**src/rtl/trap_ctrl_pkg.sv**
```systemverilog
// Shared types and cause encodings for the M-mode trap sequencer.
package trap_ctrl_pkg;

  typedef enum logic [1:0] {
    ST_IDLE  = 2'd0,
    ST_DRAIN = 2'd1,
    ST_TRAP  = 2'd2,
    ST_REDIR = 2'd3
  } state_t;

  localparam logic [3:0] EXC_ILLEGAL = 4'd2;
  localparam logic [3:0] EXC_EBREAK  = 4'd3;
  localparam logic [3:0] EXC_ECALL_M = 4'd11;
  localparam logic [3:0] IRQ_MSI     = 4'd3;
  localparam logic [3:0] IRQ_MTI     = 4'd7;
  localparam logic [3:0] IRQ_MEI     = 4'd11;
  localparam logic [4:0] CAUSE_MRET  = 5'h0F;

  function automatic logic [4:0] mk_cause(
    input logic       irq,
    input logic [3:0] code
  );
    return {irq, code};
  endfunction

endpackage

```
**src/rtl/trap_ctrl_prio.sv**
```systemverilog
// Fixed-priority selection of the trap event for the committing instruction.
// Interrupts always win over a synchronous exception on the same commit.
module trap_prio
  import trap_ctrl_pkg::*;
(
  input  logic       i_valid,
  input  logic       i_illegal,
  input  logic       i_ebreak,
  input  logic       i_ecall,
  input  logic       i_mret,
  input  logic [2:0] i_mip,
  input  logic       i_mie,
  input  logic [2:0] i_mie_bits,
  output logic       o_take,
  output logic [4:0] o_cause
);

  logic [2:0] w_irq;

  // bit 2 = external, bit 1 = software, bit 0 = timer
  assign w_irq = i_mip & i_mie_bits & {3{i_mie}};

  always_comb begin
    o_take  = i_valid;
    o_cause = '0;
    if (!i_valid)
      o_take = 1'b0;
    else if (w_irq[2])
      o_cause = mk_cause(1'b1, IRQ_MEI);
    else if (w_irq[1])
      o_cause = mk_cause(1'b1, IRQ_MSI);
    else if (w_irq[0])
      o_cause = mk_cause(1'b1, IRQ_MTI);
    else if (i_illegal)
      o_cause = mk_cause(1'b0, EXC_ILLEGAL);
    else if (i_ebreak)
      o_cause = mk_cause(1'b0, EXC_EBREAK);
    else if (i_ecall)
      o_cause = mk_cause(1'b0, EXC_ECALL_M);
    else if (i_mret)
      o_cause = CAUSE_MRET;
    else
      o_take = 1'b0;
  end

endmodule

```
**src/rtl/trap_ctrl.sv**
```systemverilog
// Trap sequencer: commit-stage event -> LSU drain -> CSR trap pulse -> redirect.
module trap_ctrl
  import trap_ctrl_pkg::*;
#(
  parameter int XLEN      = 64,
  parameter int DRAIN_MAX = 255
) (
  input  logic            clk,
  input  logic            rst,
  input  logic            commit_valid,
  input  logic [XLEN-1:0] commit_pc,
  input  logic            exc_illegal,
  input  logic            exc_ebreak,
  input  logic            exc_ecall,
  input  logic            is_mret,
  input  logic            mip_meip,
  input  logic            mip_msip,
  input  logic            mip_mtip,
  input  logic            mstatus_mie,
  input  logic [2:0]      mie_bits,
  input  logic            lsu_busy,
  input  logic [XLEN-1:0] trap_target_pc,
  output logic            commit_kill,
  output logic            stall_req,
  output logic            exception_flag,
  output logic [4:0]      exception_cause,
  output logic [XLEN-1:0] epc,
  output logic            redirect_valid,
  output logic [XLEN-1:0] redirect_pc,
  output logic            drain_timeout
);

  localparam int CW = $clog2(DRAIN_MAX + 1);
  localparam logic [CW-1:0] MAXC = CW'(DRAIN_MAX);

  state_t          r_state;
  state_t          w_next;
  logic [CW-1:0]   r_cnt;
  logic [CW-1:0]   w_cnt_inc;
  logic [4:0]      r_cause;
  logic [XLEN-1:0] r_epc;
  logic            r_timeout;
  logic            w_take;
  logic [4:0]      w_cause;
  logic            w_idle;

  trap_prio u_prio (
    .i_valid    (commit_valid),
    .i_illegal  (exc_illegal),
    .i_ebreak   (exc_ebreak),
    .i_ecall    (exc_ecall),
    .i_mret     (is_mret),
    .i_mip      ({mip_meip, mip_msip, mip_mtip}),
    .i_mie      (mstatus_mie),
    .i_mie_bits (mie_bits),
    .o_take     (w_take),
    .o_cause    (w_cause)
  );

  assign w_idle      = (r_state == ST_IDLE);
  assign commit_kill = w_idle & w_take;
  assign w_cnt_inc   = r_cnt + 1'b1;

  always_comb begin
    w_next = r_state;
    unique case (r_state)
      ST_IDLE:
        if (w_take)
          w_next = lsu_busy ? ST_DRAIN : ST_TRAP;
      ST_DRAIN:
        if (!lsu_busy)
          w_next = ST_TRAP;
      ST_TRAP:  w_next = ST_REDIR;
      ST_REDIR: w_next = ST_IDLE;
      default:  w_next = ST_IDLE;
    endcase
  end

  assign stall_req       = (r_state == ST_DRAIN) |
                           (r_state == ST_TRAP);
  assign exception_flag  = (r_state == ST_TRAP);
  assign exception_cause = exception_flag ? r_cause : '0;
  assign epc             = exception_flag ? r_epc : '0;
  assign redirect_valid  = (r_state == ST_REDIR);
  assign redirect_pc     = redirect_valid ? trap_target_pc : '0;
  assign drain_timeout   = r_timeout;

  always_ff @(posedge clk or negedge rst) begin
    if (!rst) begin
      r_state   <= ST_IDLE;
      r_cnt     <= '0;
      r_cause   <= '0;
      r_epc     <= '0;
      r_timeout <= 1'b0;
    end else begin
      r_state <= w_next;
      if (commit_kill) begin
        r_cause <= w_cause;
        // mret has no faulting pc to record
        r_epc   <= (w_cause == CAUSE_MRET) ? '0 : commit_pc;
      end
      if (r_state == ST_DRAIN) begin
        if (r_cnt != MAXC) begin
          r_cnt <= w_cnt_inc;
          if (w_cnt_inc == MAXC)
            r_timeout <= 1'b1;
        end
      end else begin
        r_cnt <= '0;
      end
    end
  end

  a_commit_idle: assert property (
    @(posedge clk) disable iff (!rst)
    commit_valid |-> (r_state == ST_IDLE)
  );

endmodule

```
**config.mk**
```make
export PLATFORM = sky130hd
export DESIGN_NAME = trap_ctrl
export DESIGN_NICKNAME = d
export VERILOG_FILES = /design/src/rtl/trap_ctrl_pkg.sv /design/src/rtl/trap_ctrl_prio.sv /design/src/rtl/trap_ctrl.sv
export SDC_FILE = /design/constraint.sdc
export NUM_CORES = 1
export LEC_CHECK = 0
export CAP_MARGIN = 25
export CORE_ASPECT_RATIO = 0.8
export CORE_UTILIZATION = 43
export CTS_CLUSTER_DIAMETER = 100
export CTS_CLUSTER_SIZE = 10
export DETAILED_ROUTE_END_ITERATION = 12
export PLACE_DENSITY = 0.95
export SLEW_MARGIN = 0
export SYNTH_ARGS = -nofsm -noshare
export SYNTH_HDL_FRONTEND = slang
export SYNTH_SLANG_ARGS = --single-unit
```
**constraint.sdc**
```tcl
create_clock -name clk -period 2.72 [get_ports clk]
set_input_delay 0.544 -clock clk [delete_from_list [all_inputs] [get_ports clk]]
set_output_delay 0.544 -clock clk [all_outputs]
set_load 0.005 [all_outputs]
```
# == Word-level counts from Yosys, hierarchy flattened ==
# Index checks and enable logic that the tools add are counted.
# W data, S select, Z words.
# word_totals
regBits,80
latchBits,0
mem_bits_rw,0
rom_bits,0
in_bits,143
out_inout_bits,138
elab_cells,48
memories,0
# op_classes
addsub,1
mul,0
div_mod_pow,0
magnitude_cmp,0
eq_ne,9
shifts,0
muxes,26
bitwise_logic,4
reduce_logical,3
# ops
op,n
$mux W64,3
$mux W5,8
$mux W8,2
$add A8 B1 Y8 const B,1
$eq A8 B8 Y1 const B,1
$mux W1,8
$ne A8 B8 Y1 const B,1
$pmux W2 S4,1
$and A3 B3 Y3,2
$mux W2,3
$eq A5 B4 Y1 const B,1
$eq A2 B2 Y1 const B,2
$mux W4,1
$ne A2 B2 Y1 const B,2
$reduce_and A3 Y1,1
$eq A2 B1 Y1 const B,1
$logic_not A2 Y1,1
$ne A2 B1 Y1 const B,1
$reduce_and A2 Y1,1
$and A1 B1 Y1,1
$or A1 B1 Y1,1

# == Depth between registers and ports, before layout ==
# depth
ltp_word,10
mapped_depth,8
depth_no_buf,6

# == Cells and area by module ==
# A second synthesis with hierarchy kept.
# unflattened
hier_cells,392
area_unflattened_um2,4140.2
# by_module_without_submodules
mod,instances,cells_each,area_per_inst_um2,seq_area_each_um2
trap_ctrl,1,374,4015.1,2001.9
trap_prio,1,18,125.1,0.0

# == Worst setup path before layout ==
# OpenSTA, ideal clock, no wires.
# synth_timing
path_type,register to output
startpoint,register r_state[0]
endpoint,output epc[53]
arrival_ns,1.322
required_time_ns,2.176
setup_slack_ns,0.854
path_stages_with_launch,6
path_buffers,2
path_cell_list,dfrtp_1 -> inv_1 -> ha_1 -> clkbuf_1 -> clkbuf_1 -> and2_1
# synth_between
elab_chain_cells,2
# synth_rtl
element,line,rtl
start: declaration,trap_ctrl.sv:36,state_t r_state;
start signal: assignment,trap_ctrl.sv:96,r_state <= w_next;
$eq A2 B2 Y1,trap_ctrl.sv:81,assign exception_flag = (r_state == ST_TRAP);
via exception_flag,trap_ctrl.sv:25,"output logic exception_flag,"
$mux W64,trap_ctrl.sv:83,assign epc = exception_flag ? r_epc : '0;
end: declaration,trap_ctrl.sv:27,"output logic [XLEN-1:0] epc,"
# The timed path passes the listed nets, and every way through them passes these cells.

# == Worst setup path in the final report ==
# layout_timing
startpoint,register r_state[0]
endpoint,output epc[9]
# layout_between
elab_chain_cells,2
# layout_rtl
element,line
$eq A2 B2 Y1,trap_ctrl.sv:81
$mux W64,trap_ctrl.sv:83
# No other way between the ends.

==> results.md <==
- # port buffers: between 200 and 300
- Yosys warning count: 0
- Clock Tree Root: clkbuf_16
- First drt pass iteration count: 6
- Fin area: ~0.0082 mm²
- Top cell type by total area after synthesis: dfrtp_1
- Die W: 124 µm
- Setup_tns: 0 ns
- PwrDens: a little over 800 mW/mm²
- Synth async-reset ratio: 100%
- Wirelength per Cell: roughly 18 µm
- GPL Wtd Cong: 0.869
- Die area: between 0.01 and 0.015 mm²
- Commonest cells post-synth: and2_1 (134), dfrtp_1 (80), nand3_1 (68)
- Total number of vias: ~4,600
- Initial antenna violation count: 0
- Layout cells sized above 1: approximately 14%
- Most frequent cell after synthesis: and2_1
- Slew @ Worst Pin: around 0.73 ns
- Peak VDD IR: approximately 560 µV
- DRC violations left: 0
- CTS tree: yes
- Area delta synth->final: 58.6%
- Post-synthesis cell type count: 47
- Min-Delay Path Class: in2async
- Num ports: approximately 280
- Tmin final: between 2 and 3 ns
- Worst setup path startpoint: r_state[0]
- Met3 Usage GRT: 5.81%
- CP arrival: roughly 2 ns
- Startpoint types: flip-flop
- DP Area: just under 0.008 mm²
- WS Path Type: reg2out
- Crit path setup slack, layout: 0.141 ns
- Register bit count reported by yosys: 80
- Number of global-route vias before repair: ~4,700
- Leak: ~3.2 nW
- Max-Slew Margin vs Limit: roughly half
- Via/cell ratio: 5.19
- Maxcap violations: 0
- Skew-Pair Late Insertion Delay: approximately 0.33 ns
- Final slew viol count: 0
- Final Net Count: about 880
- Mapped Avg Cell Area: between 10 and 15 µm²
- Met1 Track Usage GR: between 30% and 40%
- Share of the synthesized area in the top cell type: around 39%
- Dpl hpwl: roughly 12,000 µm
- Core area: 0.0116 mm²
- Netlist Area Pre-Place: 0.00515 mm²
- GR peak layer: met2
- Mapped Cells: between 400 and 500
- CTS Buf Count: 9
- Synth area leaders: dfrtp_1 (39%), o2bb2ai_2 (17%), and2_1 (16%)
- Total track usage: 25.2%
- Maximum clock rate: 0.388 GHz
- Reg clk slew, reported paths: 0.06 ns
- Starting Density: between 40 and 50%
- RSZ-0062 raised after global routing: false
- CTS Sinks: 80
- Clock Path Buffers: 2
- Post-synth EDFFs: 0
- H-tree depth: 3
- Sequential area share after synthesis: around two fifths
- Rows: 35
- Worst setup EP type: primary output
- Hold Vio Cnt, Final: 0
- DRT iter0 DRCs: approximately 220
- Ant. Diodes: 0
- Run status: complete, no violations
- Worst Clk Skew: 0.00751 ns
- Maximum number of pins on one net before global-route repair: slightly above 80
- Finish-stage setup viols: 0
- Congestion Overflow GR: 0
- Worst R2R Start: r_state[0]
- Predominant post-synthesis flop cell: dfrtp_1
- First-pass GRT wire length: 25,000 µm
- Net count after synthesis: 620
- Req. time, crit path: around 2.2 ns
- DRT antenna net count: 0
- GR Util met2: between 40% and 50%
- Die Y: ~100 µm
- Routed wire length: around 16,000 µm
- Worst-path fanout max: 31
- Cts-stage hold buffer count: 0
- Dpl ws: 0.00422 ns
- Final period utilization: around 95%
## metal layers
layer / vias up / share of wire (%)
met5: - / 0
met4: 0 / 1.8
met3: 26 / 5.0
met2: 177 / 50
met1: 2211 / 43
li1: 2187 / -
## worst paths after layout
path,slack (ns),endpoint,cells after the start
worst max register to register,0.62,r_cause[3],6
min in group clk,0.48,r_cause[1],1
max in group asynchronous,2.08,r_epc[47],2
worst min register to register,0.48,r_cause[1],1
worst min-delay path,0.05,r_epc[25],1
worst max-delay path,0.14,epc[9],5
## stage by stage
| stage | util [%] | power (W) | std cells | hold slack, ns |
|---|---|---|---|---|
| global placement | 67.6 | 0.00534 | 870 | 0.443 |
| CTS | 70.2 | 0.00672 | 885 | 0.419 |
| global route | 70.5 | 0.00707 | 886 | 0.0364 |
| detailed placement | 67.6 | 0.00549 | 870 | 0.465 |
| finish | 70.5 | 0.00666 | 886 | 0.0497 |
| floorplan | - | 0.00388 | 471 | 0.248 |
## worst max-delay path, cell delays in order, from the launching register on
cell	delay, ns
dfrtp_1	0.43
inv_1	0.11
ha_2	0.19
buf_4	0.26
and2_1	0.18
clkdlybuf4s50_1	0.53
## sequential cells by signal (all words and copies together) (netlist names)
register	flops
r_state	2
r_cause	5
drain_timeout	1
r_epc	64
r_cnt	8
## final cells by class
cell class | count | area [µm²]
Tap cell | 148 | 185
Inverter | 9 | 33.8
Clock inverter | 6 | 70.1
Clock buffer | 9 | 225
Sequential cell | 80 | 2000
Multi-Input combinational cell | 339 | 2670
Timing Repair Buffer | 295 | 2990
Fill cell | 823 | 3430
## cell families (layout without fill, tap and decap cells)
logic type               count (synthesis)  in the layout  share of synthesized area [%]
XOR/XNOR                                 6              6                           1.02
AND/OR/NAND/NOR                        233            233                           26.5
AO/OA/AOI/OAI                           93             93                           22.1
adder cells (fa/ha/maj)                  6              6                           1.46
flip-flops                              80             80                           38.8
buffers and inverters                   52            319                           9.85
multiplexers                             1              1                          0.194
## cells in the final DEF (no fill, tap or decap), types with 2 or more instances in the layout
| cell type | count |
|---|---|
| nor3_1 | 3 |
| and2_1 | 133 |
| buf_12 | 4 |
| xor2_1 | 5 |
| nand2_1 | 6 |
| buf_4 | 10 |
| inv_1 | 8 |
| clkbuf_16 | 9 |
| a21oi_1 | 5 |
| a22oi_1 | 2 |
| a31oi_1 | 3 |
| nor2b_1 | 2 |
| nand2b_1 | 4 |
| nand3_1 | 68 |
| o21a_1 | 2 |
| o2bb2ai_2 | 60 |
| ha_1 | 4 |
| clkinvlp_4 | 3 |
| o21ai_0 | 5 |
| ha_2 | 2 |
| o2bb2ai_1 | 4 |
| a211oi_1 | 5 |
| clkdlybuf4s50_1 | 277 |
| dfrtp_1 | 80 |
| nor2_1 | 7 |
## where the power goes
group / switching [W] / total (W) / leakage (nW) / internal, W
clock network: 0.000482 / 0.00119 / 0.134 / 0.000710
logic: 0.00131 / 0.00340 / 2.03 / 0.00209
registers: 0.000378 / 0.00207 / 1.00 / 0.00169
## repair_timing
action                                  CTS  global route
buffers inserted                          0             0
pin swaps                                 0             0
endpoints found under the setup margin    1            17
resized for setup                         1             2
No activity file was read; power rests on OpenSTA's default activity.
